[src/rtl/fifo_uart_tx.sv]
// UART transmitter that drains an 8-bit synchronous FIFO one byte per frame.
// Frame: start bit, 8 data bits LSB-first, optional parity, 1 or 2 stop bits.
module fifo_uart_tx #(
    parameter int unsigned CLKS_PER_BIT = 16,
    parameter int unsigned PARITY       = 0,
    parameter int unsigned STOP_BITS    = 1
) (
    input  logic       clk,
    input  logic       rst,
    input  logic       fifo_empty,
    input  logic [7:0] fifo_rd_data,
    output logic       fifo_rd_en,
    output logic       tx,
    output logic       busy,
    output logic       tx_done
);

    localparam int unsigned CW = (CLKS_PER_BIT > 1) ? $clog2(CLKS_PER_BIT) : 1;
    localparam logic [CW-1:0] CntLast = CW'(CLKS_PER_BIT - 1);
    localparam logic [CW-1:0] CntPen  = CW'(CLKS_PER_BIT - 2);
    localparam logic [2:0]    StopLast = 3'(STOP_BITS - 1);

    typedef enum logic [2:0] {
        StIdle,
        StFetch,
        StLoad,
        StStart,
        StData,
        StParity,
        StStop
    } state_e;

    state_e          state_q;
    logic [CW-1:0]   cnt_q;
    logic [2:0]      bit_idx_q;
    logic [7:0]      shreg_q;
    logic            par_q;
    logic            tx_q;
    logic            rd_en_q;
    logic            busy_q;
    logic            tx_done_q;

    // Parity over all 8 bits, including the bit currently on the line.
    logic par_all;
    logic par_bit;
    assign par_all = par_q ^ shreg_q[0];
    assign par_bit = (PARITY == 2) ? ~par_all : par_all;

    always_ff @(posedge clk) begin
        if (rst) begin
            state_q   <= StIdle;
            cnt_q     <= '0;
            bit_idx_q <= '0;
            shreg_q   <= '0;
            par_q     <= 1'b0;
            tx_q      <= 1'b1;
            rd_en_q   <= 1'b0;
            busy_q    <= 1'b0;
            tx_done_q <= 1'b0;
        end else begin
            rd_en_q   <= 1'b0;
            tx_done_q <= 1'b0;
            case (state_q)
                StIdle: begin
                    if (!fifo_empty) begin
                        state_q <= StFetch;
                        rd_en_q <= 1'b1;
                        busy_q  <= 1'b1;
                    end
                end
                StFetch: begin
                    state_q <= StLoad;
                end
                StLoad: begin
                    shreg_q <= fifo_rd_data;
                    par_q   <= 1'b0;
                    state_q <= StStart;
                    tx_q    <= 1'b0;
                    cnt_q   <= '0;
                end
                StStart: begin
                    if (cnt_q == CntLast) begin
                        state_q   <= StData;
                        cnt_q     <= '0;
                        bit_idx_q <= '0;
                        tx_q      <= shreg_q[0];
                    end else begin
                        cnt_q <= cnt_q + 1'b1;
                    end
                end
                StData: begin
                    if (cnt_q == CntLast) begin
                        cnt_q   <= '0;
                        par_q   <= par_all;
                        shreg_q <= {1'b0, shreg_q[7:1]};
                        if (bit_idx_q == 3'd7) begin
                            bit_idx_q <= '0;
                            if (PARITY != 0) begin
                                state_q <= StParity;
                                tx_q    <= par_bit;
                            end else begin
                                state_q <= StStop;
                                tx_q    <= 1'b1;
                            end
                        end else begin
                            bit_idx_q <= bit_idx_q + 1'b1;
                            tx_q      <= shreg_q[1];
                        end
                    end else begin
                        cnt_q <= cnt_q + 1'b1;
                    end
                end
                StParity: begin
                    if (cnt_q == CntLast) begin
                        state_q   <= StStop;
                        cnt_q     <= '0;
                        bit_idx_q <= '0;
                        tx_q      <= 1'b1;
                    end else begin
                        cnt_q <= cnt_q + 1'b1;
                    end
                end
                StStop: begin
                    // Registered pulse: raise one cycle early so it lands on the final cycle.
                    if (cnt_q == CntPen && bit_idx_q == StopLast) begin
                        tx_done_q <= 1'b1;
                    end
                    if (cnt_q == CntLast) begin
                        cnt_q <= '0;
                        if (bit_idx_q == StopLast) begin
                            bit_idx_q <= '0;
                            if (!fifo_empty) begin
                                state_q <= StFetch;
                                rd_en_q <= 1'b1;
                            end else begin
                                state_q <= StIdle;
                                busy_q  <= 1'b0;
                            end
                        end else begin
                            bit_idx_q <= bit_idx_q + 1'b1;
                        end
                    end else begin
                        cnt_q <= cnt_q + 1'b1;
                    end
                end
                default: begin
                    state_q <= StIdle;
                    busy_q  <= 1'b0;
                    tx_q    <= 1'b1;
                end
            endcase
        end
    end

    assign fifo_rd_en = rd_en_q;
    assign tx         = tx_q;
    assign busy       = busy_q;
    assign tx_done    = tx_done_q;

endmodule

[config.mk]
export PLATFORM = sky130hd
export DESIGN_NAME = fifo_uart_tx
export DESIGN_NICKNAME = d
export VERILOG_FILES = /design/src/rtl/fifo_uart_tx.sv
export SDC_FILE = /design/constraint.sdc
export NUM_CORES = 1
export LEC_CHECK = 0
export ABC_CLOCK_PERIOD_IN_PS = 2500
export BUFFER_PORTS_ARGS = -buffer_cell sky130_fd_sc_hd__clkbuf_2
export CORE_UTILIZATION = 50
export CTS_CLUSTER_SIZE = 24
export DETAILED_ROUTE_END_ITERATION = 6
export GPL_TIMING_DRIVEN = 1
export PLACE_DENSITY = 0.74
export SLEW_MARGIN = 20
export SYNTH_ARGS = -nofsm -noshare
export SYNTH_HDL_FRONTEND = slang
export SYNTH_SLANG_ARGS = --single-unit
[constraint.sdc]
create_clock -name clk -period 2.5 [get_ports clk]
set_clock_uncertainty 0.15 [all_clocks]
set_input_delay 0.75 -clock clk [delete_from_list [all_inputs] [get_ports clk]]
set_output_delay 0.75 -clock clk [all_outputs]
set_load 0.03 [all_outputs]
# == Yosys cells after proc, flatten, opt, wreduce, memory -nomap -nowiden ==
# Cells that the tools add are included.
# word_totals
register_bits,22
in_bits,11
# classes
addsub,2
eq_ne,18
mux,34
bitwise,3
n_reduce_logical,16
# op_table
cell,n
two-way mux 3 bit,12
case mux 3 bit (7 select lines),1
!= test 2 bit (second input constant),8
case mux 8 bit (2 select lines),1
two-way mux 1 bit,13
equality test 3 bit (second input constant),4
case mux 3 bit (3 select lines),1
equality test 4 bit (second input constant),2
two-way mux 8 bit,1
case mux 4 bit (2 select lines),1
AND reduction 4 bit,2
AND reduction 7 bit,1
equality test 3 x 2 -> 1 bit (second input constant),2
zero test 3 bit,2
case mux 1 bit (5 select lines),1
AND reduction 5 bit,1
OR reduction 5 bit,1
adder 4 x 1 -> 4 bit (second input constant),1
two-way mux 4 bit,1
nonzero test 2 bit,2
OR reduction 2 bit,2
OR reduction 4 bit,1
adder 3 x 1 -> 3 bit (second input constant),1
equality test 3 x 1 -> 1 bit (second input constant),1
other kinds (8),10

# == Logic depth before layout (Yosys ltp) ==
# logic_depth
word_depth,4
ltp_mapped,6
depth_no_buf,6

# == Least setup slack after synthesis ==
# Ideal clock, no wire load.
# synth_timing
kind,reg2reg
from,reg cnt_q[0]
to,reg shreg_q[0]
arrival_ps,1539
required_time_ps,2271
setup_slack_ps,732
stages_incl_launch_ff,7
cell_sequence,dfxtp_1 ha_1 nand2b_1 o31a_1 or3_1 buf_2 a22oi_1
# synth_between
elab_chain_len,3
# synth_lines
element,line,source
"start, declared",34,logic [CW-1:0] cnt_q;
"start signal, assigned",88,cnt_q <= cnt_q + 1'b1;
"start signal, assigned",110,cnt_q <= cnt_q + 1'b1;
"start signal, assigned",120,cnt_q <= cnt_q + 1'b1;
equality test 4 bit,92,if (cnt_q == CntLast) begin
!= test 2 bit (no source line),-,
AND reduction 2 bit (no source line),-,
"end signal, assigned",75,shreg_q <= fifo_rd_data;
"end signal, assigned",95,"shreg_q <= {1'b0, shreg_q[7:1]};"
"end, declared",36,logic [7:0] shreg_q;
# Every way passes these cells.
# A chain may end at the register's enable or synchronous reset.

# == Worst setup path in the final report ==
# layout_timing
from,reg cnt_q[0]
to,reg state_q[2]
# layout_between
elab_chain_len,3
word_cells_on_any_way,6
classes_between,eq/ne (5); reduce/logical (1)
# layout_lines
element,line,source
equality test 4 bit (*),-,
!= test 2 bit (no source line),-,
AND reduction 7 bit (no source line) (*),-,
"end signal, assigned",83,state_q <= StData;
"end signal, assigned",115,state_q <= StStop;
"end signal, assigned",133,state_q <= StFetch;
"end, declared",33,state_e state_q;
# Every way passes the cells marked *; elsewhere a longest branch is shown, timed or not.

==> results.py <==
metrics = {
    "status": {
        "outcome": "finished clean",
    },
    "logic_synthesis": {
        "synth_fa_ha_area_share_pct": 4.883,
        "ys_seq_area_share_pct": 34.37,
        "synthTopCellsByCount": "22 x dfxtp_1, 15 x nand2_1, 14 x a22oi_1, 13 x a21oi_1, 8 x buf_2",
        "synthTopCellsByArea": "dfxtp_1 34%, a22oi_1 8.2%, a21oi_1 5.1%, ha_1 4.9%, nand2_1 4.4%",
        "synth_top_family_by_area": "compound AO/OA/AOI/OAI gates",
        "synth_nets": 172,
        "postSynthAreaPerCell_um2": 8.213,
        "synthCells": 156,
        "synth_top_cell_by_area": "dfxtp_1",
        "syn_area_um2": 1281,
        "yosys_warnings": 0,
        "ys_seq_elements": 22,
        "async_flop_share_pct": 0,
        "yosysMostFrequentCell": "dfxtp_1",
        "yosysTopAreaCellShare_pct": 34.38,
        "synth_mux_area_share_pct": 0,
        "synth_cell_types": 49,
        "synth-xor-area-share_pct": 1.367,
        "yosys.area_share.simple_pct": 22.56,
        "yosys_most_used_dff": "dfxtp_1",
        "synth_compound_area_share_pct": 30.47,
        "synth_edf_count": 0,
    },
    "critical_path": {
        "crit_fanout": 9,
        "cp.required_ns": 2.63,
        "regToRegStartpoint": "cnt_q[0]",
        "worst_setup_path_end_kind": "flop",
        "r2r_end": "state_q[2]",
        "critical_path.startpoint": "cnt_q[0]",
        "endpoint": "state_q[2]",
        "rrSetupSlack_ns": 0.49,
        "rr_worst_depth": 5,
        "cp_data_arrival_time_ns": 2.14,
        "start_kind": "flop",
        "worstSetupPathType": "flop to flop",
    },
    "sta": {
        "tightest_slew_ns": 0.5368,
        "fin_crit_ns": 2.012,
        "min_period_over_period_pct": 80.47,
        "rsz0062_at_grt": "false",
        "tns_ns": 0,
        "relSlewSlack_pct": 64.16,
        "final_max_slew_viol_count": 0,
        "setup_viol": 0,
        "finalHoldViolCount": 0,
        "max_freq_ghz": 0.4971,
    },
    "cts": {
        "ctsResizeCount": 0,
        "insertion_delay_ns": 0.32,
        "root_buffer": "clkbuf_4",
        "cts_max_path_buffers": 2,
        "htree_levels": 1,
        "cts-buffers-inserted": 3,
        "cts_tree": "built",
        "postCtsSetupRepairBufs": 0,
        "hold_buffers": 0,
        "clkSinkCount": 22,
        "cts.reportedPaths.clkPinSlew_ns": 0.13,
    },
    "grt": {
        "antenna_found_initial": 0,
        "grt_pass1_vias": 1102,
        "grt.overflow.total": 0,
        "grt_first_pass_wirelength_um": 5050,
        "grt_start_max_net_pins": 18,
        "grtUsageTotal_pct": 24.73,
    },
    "die": {
        "num_io_pins": 15,
        "die_x_um": 52.62,
        "die_area_um2": 2769,
        "coreArea_um2": 2318,
        "dieHeight_um": 52.62,
        "rows": 17,
        "initial_utilization_pct": 55.26,
    },
    "power": {
        "swShare_pct": 25.69,
        "p_switching_w": 0.0001995,
        "combPwrFrac_pct": 13.4,
        "pwr-share-clk_pct": 36.0,
        "p_seq_share_pct": 50.6,
        "peakVddDrop_v": 0.0003710,
        "p_leak_nw": 0.5900,
        "p_int_w": 0.0005771,
        "power.density_nw_per_um2": 550.7,
    },
    "placed_design": {
        "dp_hpwl_um": 2168,
        "gp_congestion": 0.8087,
        "io_buffers": 14,
    },
    "routing": {
        "viasPerCell": 6.441,
        "wl_met2_um": 1342,
        "vias": 1256,
        "remaining_drc_errors": 0,
        "drtAntennaViolNets": 0,
        "wl_um": 3002,
        "wl_met3_um": 160,
        "top_layer": "met4",
        "wl_per_cell_um": 15.39,
        "first_pass_iters": 4,
        "dr.first_iter.drc_count": 44,
        "met1Wirelength_um": 1445,
    },
    "final_layout": {
        "multi_input_area_um2": 759.5,
        "area_growth_pct": 10.06,
        "drive_gt1_share_pct": 17.96,
        "finish.utilization_pct": 60.82,
        "num-fill-cells": 209,
        "nNetsFinal": 184,
        "ff_latch_area_um2": 440.4,
        "antenna_cells": 0,
    },
    "min_path": {
        "min_path_type": "flop to flop",
        "hold_start": "shreg_q[3]",
        "holdPathStages": 2,
    },
    "run": {
        "cap_violations": 0,
    },
}
per-layer routing:
metal,global-route usage [%],vias up
met1,33.62,604
li1,-,608
met5,0,-
met3,2.609,5
met4,10.53,0
met2,39.03,39
flip-flops by register name, indices dropped and copies added, names as in the netlist:
| signal | flops |
|---|---|
| shreg_q | 8 |
| tx_done | 1 |
| cnt_q | 4 |
| bit_idx_q | 3 |
| tx | 1 |
| fifo_rd_en | 1 |
| busy | 1 |
| state_q | 3 |
cell families after synthesis:
family                     count (synthesis)
AOI/OAI and AO/OA                         56
and+or+nand+nor                           54
buffers and inverters                     17
xor gates and xnor gates                   2
adders and majority gates                  5
DFF                                       22
placed cells by master (no fill, tap or decap), types with 2 or more instances in the layout:
master,count
a21oi_1,13
nor2_1,6
clkbuf_2,14
a41oi_1,2
nand2_1,15
nand2b_1,4
nand3_1,5
or2_2,2
a221oi_1,2
inv_1,4
a22oi_1,14
or3_1,2
nor2b_1,6
clkbuf_4,3
o21ai_0,7
a21o_1,3
nor3_1,4
a31oi_1,2
dfxtp_1,22
buf_4,4
ha_1,5
critical path, cell delays in order (launching register included):
cell and delay, ns:
dfxtp_1 0.47, ha_1 0.34, nand3_1 0.27, buf_4 0.26, nor4b_1 0.33, a31o_1 0.15
power by group through the flow:
stage	clock [W]	sequential (W)	combinational, W
after floorplan	0	0.000393	0.0000771
after global placement	0	0.000399	0.0000996
after detailed placement	0	0.000399	0.000102
after CTS	0.000281	0.000392	0.000103
after global routing	0.000293	0.000396	0.000116
final	0.000280	0.000393	0.000104
layout make-up:
class	instances	share of cell area (%)
Inverter	6	1.597
Tap cell	28	2.484
Clock inverter	1	2.130
Multi-Input combinational cell	117	53.86
Sequential cell	22	31.23
Timing Repair Buffer	18	7.099
Clock buffer	3	1.597
worst min path at each step:
| stage | slack [ns] | end |
|---|---|---|
| after global routing | 0.33 | shreg_q[5] |
| final | 0.33 | shreg_q[3] |
| after global placement | 0.30 | shreg_q[5] |
| after CTS | 0.33 | shreg_q[5] |
| after detailed placement | 0.31 | shreg_q[5] |
| after floorplan | 0.29 | shreg_q[2] |
stage by stage:
step	instances	power, W	hold WS [ns]	setup WS (ns)	cell area [um2]
after floorplan	156	0.0004705	0.2877	0.7320	1281
after global placement	191	0.0004983	0.2980	0.5694	1358
after detailed placement	191	0.0005019	0.3087	0.5271	1358
after CTS	195	0.0007752	0.3265	0.4865	1410
after global routing	195	0.0008050	0.3344	0.3483	1410
final	195	0.0007765	0.3323	0.4883	1410
No activity file was read; power rests on OpenSTA's default activity.
